**config.mk**
```make
export PLATFORM = sky130hd
export DESIGN_NAME = timer_bank
export DESIGN_NICKNAME = d
export VERILOG_FILES = /design/src/rtl/timer_bank_pkg.sv /design/src/rtl/timer_chan.sv /design/src/rtl/timer_bank.sv
export SDC_FILE = /design/constraint.sdc
export NUM_CORES = 1
export LEC_CHECK = 0
export ABC_AREA = 1
export BUFFER_PORTS_ARGS = -buffer_cell sky130_fd_sc_hd__clkbuf_2
export CAP_MARGIN = 20
export CORE_ASPECT_RATIO = 0.5
export CORE_MARGIN = 2
export CORE_UTILIZATION = 50
export DETAILED_ROUTE_END_ITERATION = 10
export GPL_ROUTABILITY_DRIVEN = 0
export PLACE_DENSITY = 0.69
export SLEW_MARGIN = 20
export SYNTH_ARGS = -nofsm -noshare
export SYNTH_HDL_FRONTEND = slang
export SYNTH_SLANG_ARGS = --single-unit
```
**constraint.sdc**
```tcl
create_clock -name clk -period 2.2 [get_ports clk]
set_input_delay 0.22 -clock clk [delete_from_list [all_inputs] [get_ports clk]]
set_output_delay 0.22 -clock clk [all_outputs]
set_load 0.005 [all_outputs]
```
**src/rtl/timer_bank_pkg.sv**
```systemverilog
// Shared definitions for the timer bank: channel FSM encoding, register
// offsets within a channel, and CTRL bit positions.
package timer_bank_pkg;

  typedef enum logic [1:0] {
    ST_IDLE  = 2'd0,
    ST_LOAD  = 2'd1,
    ST_COUNT = 2'd2,
    ST_FIRE  = 2'd3
  } chan_state_e;

  localparam logic [1:0] REG_CTRL   = 2'd0;
  localparam logic [1:0] REG_PRESET = 2'd1;
  localparam logic [1:0] REG_COUNT  = 2'd2;
  localparam logic [1:0] REG_STATUS = 2'd3;

  localparam int CTRL_EN   = 0;
  localparam int CTRL_MODE = 1;
  localparam int CTRL_MASK = 2;

endpackage

```
**src/rtl/timer_chan.sv**
```systemverilog
// One timer channel: CTRL/PRESET/COUNT/pending registers and the sequencing FSM.
//
//   state    | meaning
//   ---------+-----------------------------------------------------------
//   ST_IDLE  | stopped, waiting for CTRL.enable
//   ST_LOAD  | copy PRESET into COUNT
//   ST_COUNT | decrement once per cycle; at zero raise pending, go FIRE
//   ST_FIRE  | one-shot: drop enable, stop; auto-reload: reload and count
module timer_chan
  import timer_bank_pkg::*;
#(
  parameter int CNT_W = 32
) (
  input  logic             clk,
  input  logic             reset,
  input  logic             wr_ctrl,
  input  logic             wr_preset,
  input  logic             wr_status,
  input  logic [31:0]      wdata,
  output logic [2:0]       ctrl,
  output logic [CNT_W-1:0] preset,
  output logic [CNT_W-1:0] count,
  output logic             pending
);

  chan_state_e state;

  always_ff @(posedge clk or negedge reset) begin
    if (!reset) begin
      state   <= ST_IDLE;
      ctrl    <= '0;
      preset  <= '0;
      count   <= '0;
      pending <= 1'b0;
    end else begin
      if (wr_ctrl)   ctrl   <= wdata[2:0];
      if (wr_preset) preset <= wdata[CNT_W-1:0];
      // a clear issued on the fire edge is overridden below, so the event is not lost
      if (wr_status && wdata[0]) pending <= 1'b0;

      if (!ctrl[CTRL_EN]) begin
        state <= ST_IDLE;
      end else begin
        case (state)
          ST_IDLE: state <= ST_LOAD;
          ST_LOAD: begin
            count <= preset;
            state <= ST_COUNT;
          end
          ST_COUNT: begin
            if (count == '0) begin
              pending <= 1'b1;
              state   <= ST_FIRE;
            end else begin
              count <= count - 1'b1;
            end
          end
          ST_FIRE: begin
            if (ctrl[CTRL_MODE]) begin
              count <= preset;
              state <= ST_COUNT;
            end else begin
              ctrl[CTRL_EN] <= 1'b0;
              state         <= ST_IDLE;
            end
          end
          default: state <= ST_IDLE;
        endcase
      end
    end
  end

endmodule

```
**src/rtl/timer_bank.sv**
```systemverilog
// Bank of independent down-counting timers behind a small word-addressed
// register file; holds address decode, read mux and interrupt reduction.
module timer_bank
  import timer_bank_pkg::*;
#(
  parameter int N_CH  = 2,
  parameter int CNT_W = 32
) (
  input  logic            clk,
  input  logic            reset,
  input  logic [4:0]      Addr,
  input  logic            WE,
  input  logic [31:0]     Din,
  output logic [31:0]     Dout,
  output logic            IRQ,
  output logic [N_CH-1:0] irq_vec
);

  logic [2:0] addr_ch;
  logic [1:0] addr_reg;

  assign addr_ch  = Addr[4:2];
  assign addr_reg = Addr[1:0];

  logic [2:0]       ctrl_q   [N_CH];
  logic [CNT_W-1:0] preset_q [N_CH];
  logic [CNT_W-1:0] count_q  [N_CH];
  logic [N_CH-1:0]  pending;

  // channels beyond N_CH simply have no instance to hit, so their writes vanish
  for (genvar g = 0; g < N_CH; g++) begin : g_chan
    logic hit;
    assign hit = WE && (addr_ch == 3'(g));

    timer_chan #(.CNT_W(CNT_W)) u_chan (
      .clk       (clk),
      .reset     (reset),
      .wr_ctrl   (hit && (addr_reg == REG_CTRL)),
      .wr_preset (hit && (addr_reg == REG_PRESET)),
      .wr_status (hit && (addr_reg == REG_STATUS)),
      .wdata     (Din),
      .ctrl      (ctrl_q[g]),
      .preset    (preset_q[g]),
      .count     (count_q[g]),
      .pending   (pending[g])
    );

    assign irq_vec[g] = pending[g] & ctrl_q[g][CTRL_MASK];
  end

  assign IRQ = |irq_vec;

  always_comb begin
    Dout = '0;
    for (int i = 0; i < N_CH; i++) begin
      if (addr_ch == 3'(i)) begin
        case (addr_reg)
          REG_CTRL:   Dout = {29'b0, ctrl_q[i]};
          REG_PRESET: Dout = 32'(preset_q[i]);
          REG_COUNT:  Dout = 32'(count_q[i]);
          default:    Dout = {31'b0, pending[i]};
        endcase
      end
    end
  end

endmodule

```
==> results by group <==
Status
  • Status: finished, final reports clean

Synth
  • Mapped cell area: 8870 sq um
  • Post-synth net total: 1333
  • Mean Syn Cell Area: 6.87 sq um
  • Synth warn: 0
  • Compound-cell area share of the yosys netlist: 0.164
  • Primary FF master, synth: dfrtp_1
  • Multiplexer share of the synthesized area: 0.0228
  • Synth Area in Simple Gates: 0.317
  • Post-synthesis adder-cell area fraction: 0.00282
  • Mapped Cells: 1291
  • Yosys reg bits: 140
  • EDFF count, synth: 0
  • Distinct cells, synth: 38
  • Largest family of logic cells by synthesized area: simple AND/OR/NAND/NOR gates
  • XOR/XNOR Fraction of Synth Area: 0.00395
  • Asr flop ratio synth: 1.00
  • Sequential-to-total area share from yosys stat: 0.395

Floorplan
  • Site row count: 34
  • Total Die Area: 18900 sq um
  • Die width: 192 microns
  • Core ar.: 17400 sq um
  • Starting Density: 0.511
  • I/O pin count: 75
  • Die Span Y: 98.2 microns

Hold path
  • WHS Endpoint: g_chan[0].u_chan.preset[10]
  • Worst Hold Depth: 3
  • Hold Crit Class: input pin to flop
  • Hold_sp: Din[10]

STA
  • RSZ-0062 raised after global routing: false
  • Worst-Margin Slew: 0.757 ns
  • Final setup margin: 0.198 ns
  • Min Tclk post-route: 2.00 ns
  • Fin. Hold Viols: 0
  • Post-route clock period utilization: 0.910
  • Setup_tns: 0 ns
  • Fmax: 500 MHz
  • Number of setup violations in the final report: 0
  • Slew headroom: 0.495
  • Clock skew: 0.00932 ns
  • Max-slew violation count: 0

Critical path
  • Internal reg-to-reg setup slack: 0.20 ns
  • Reg-to-Reg End: g_chan[0].u_chan.count[15]
  • Worst setup SP type: flop
  • Cell count of the worst reg-to-reg path: 12
  • Max FO, Critical Path: 48
  • Critical path type: flop to flop
  • Critical Path RT: 2.51 ns
  • RR Startpoint: g_chan[0].u_chan.count[1]
  • WP data arrival: 2.31 ns
  • Worst setup path startpoint: g_chan[0].u_chan.count[1]
  • CP endpoint kind: flop

Clock network
  • Clk Tree Root Cell: clkbuf_16
  • Clk buf depth: 2
  • Reg clk slew, reported paths: 0.06 ns
  • Worst skew pair latency: 0.43 ns
  • TritonCTS clock tree: done
  • Number of buffers created by CTS: 17
  • CTS sink cnt: 140
  • H-tree Lvls: 4

Global routing
  • Number of global-route vias before repair: 8207
  • Largest net degree at the start of global routing: 65
  • Total gr overflow: 0
  • Initial antenna violation count: 0
  • GRT Resource Usage Total: 0.315
  • First-pass GRT wire length: 45500 microns

Final layout
  • Share of cells above drive strength 1: 0.133
  • Filler instances: 1672
  • Final non-filler cell total: 1600
  • Layout area overhead: 13.9%
  • Nets: 1397
  • Antenna cells: 0

Drt
  • Vias: 9055
  • Final WL: 28500 microns
  • WL/cell: 17.8 microns
  • Residual DRC count: 0
  • Drt pass-1 iters: 6
  • Vias per inst: 5.66
  • Remaining antenna violation count after routing: 0
  • DRT iter0 DRCs: 1079

Place
  • DP Wirelength: 21100 microns
  • Placed cells: 1569
  • IO buf count: 74
  • Pre-CTS setup slack: 0.116 ns

Power and ir drop
  • Pleak: 4.94 nW
  • Maximum VDD drop: 0.660 mV
  • Pwr dens: 1290 nW/um^2
  • Total power: 13.0 mW

Flow run
  • Number of max-cap violations: 0
==> routing by layer <==
| layer | GRT usage | vias to the layer above | part of all wire |
|---|---|---|---|
| met4 | 0.0611 | 0 | 0.0085 |
| li1 | - | 4333 | - |
| met1 | 0.498 | 4292 | 0.48 |
| met5 | 0 | - | 0 |
| met2 | 0.435 | 401 | 0.42 |
| met3 | 0.0708 | 29 | 0.093 |
==> synthesized netlist by cell type, drive strengths merged, types with 3 or more instances <==
| cell type | number | area, sq um |
|---|---|---|
| a21oi | 28 | 140 |
| clkbuf | 29 | 109 |
| nand3 | 90 | 480 |
| nor2 | 154 | 659 |
| dfrtp | 140 | 3500 |
| o21ai | 134 | 686 |
| inv | 155 | 582 |
| nor3 | 5 | 30.0 |
| xor2 | 4 | 35.0 |
| a31oi | 3 | 18.8 |
| nand2 | 409 | 1550 |
| a22o | 29 | 254 |
| buf | 21 | 145 |
| nand4 | 12 | 75.1 |
| mux2 | 18 | 203 |
| o22ai | 46 | 288 |
==> where the power goes <==
part	switching, mW	internal [mW]	leakage (nW)
Clock	1.18	1.72	0.282
Sequential	0.933	3.48	1.69
Combinational	3.92	1.80	2.97
Total	6.04	7.01	4.94
==> critical path, cell delays in order (launching register included) <==
cell     delay (ns)
dfrtp_1        0.37
inv_1          0.10
ha_1           0.27
nand2_2        0.15
nor2_8         0.18
nand2_2        0.08
nor2_4         0.14
nand2_2        0.07
nand2_1        0.11
nor2_4         0.05
buf_12         0.17
nand2_1        0.11
o21ai_2        0.05
==> metrics by stage <==
step                       util  hold slack (ns)  cell area [sq um]
after detailed placement  0.548            0.138               9500
after global placement    0.548            0.140               9500
after global routing      0.582           0.0392              10100
final                     0.582           0.0209              10100
after CTS                 0.581           0.0200              10100
after floorplan               -          -0.0756               8870
==> registers in the layout, summed over array words and instances (netlist names) <==
| signal | cells |
|---|---|
| g_chan.u_chan.count | 64 |
| g_chan.u_chan.preset | 64 |
| g_chan.u_chan.ctrl | 6 |
| g_chan.u_chan.state | 4 |
| g_chan.u_chan.pending | 2 |
==> area by class of cell <==
cell class                 count  area, sq um  share of cell area
multi-input combinational    945         4550               0.451
sequential                   140         3500               0.347
timing repair buffer          95          591              0.0585
inverter                     156          591              0.0585
clock buffer                  20          457              0.0452
tap                          234          293              0.0290
clock inverter                10          118              0.0116
==> cells in the final DEF (no fill, tap or decap), types with 4 or more instances in the layout <==
cell type  Yosys  layout
mux2_2        15      15
nor2_2         8       8
inv_2          5       4
nor2_1       139     137
o21ai_1       29      29
nand2_2        6       7
nor2_4         6       8
o22ai_1       46      46
xor2_1         4       4
inv_1        150     150
nand4_1       12      12
buf_4          0      15
dfrtp_1      140     140
nand3_1       84      84
nor3_1         4       4
buf_12         0       4
nand2_1      403     402
nand3_2        6       6
o21ai_2        4       4
clkbuf_16      0      17
clkbuf_2       0      73
a22o_1        29      29
o21ai_0      101     101
a21oi_1       28      28
==> worst max path at each step <==
stage                            endpoint  slack [ns]  cells past startpoint
4_1_cts        g_chan[1].u_chan.count[11]        0.06                     11
2_1_floorplan  g_chan[0].u_chan.count[21]        0.36                     13
6_report       g_chan[0].u_chan.count[15]        0.20                     12
3_3_place_gp    g_chan[1].u_chan.count[0]        0.21                     11
5_1_grt        g_chan[1].u_chan.count[27]        0.04                     12
3_5_place_dp    g_chan[1].u_chan.count[2]        0.12                     11
==> cell families (layout without fill, tap and decap cells) <==
group | count (synthesis) | after routing
fa+ha+maj | 2 | 2
compound gates | 249 | 249
simple gates | 672 | 672
xor+xnor | 4 | 4
mux | 18 | 18
buf+inv | 206 | 281
flops | 140 | 140
==> timing repair <==
action                     CTS  global route
buffers inserted             0             0
hold endpoints to repair    32             0
resized for setup            0             6
hold buffers                 1             0
setup endpoints to repair    0            31
Note: power is estimated with default switching activity, not from simulation.
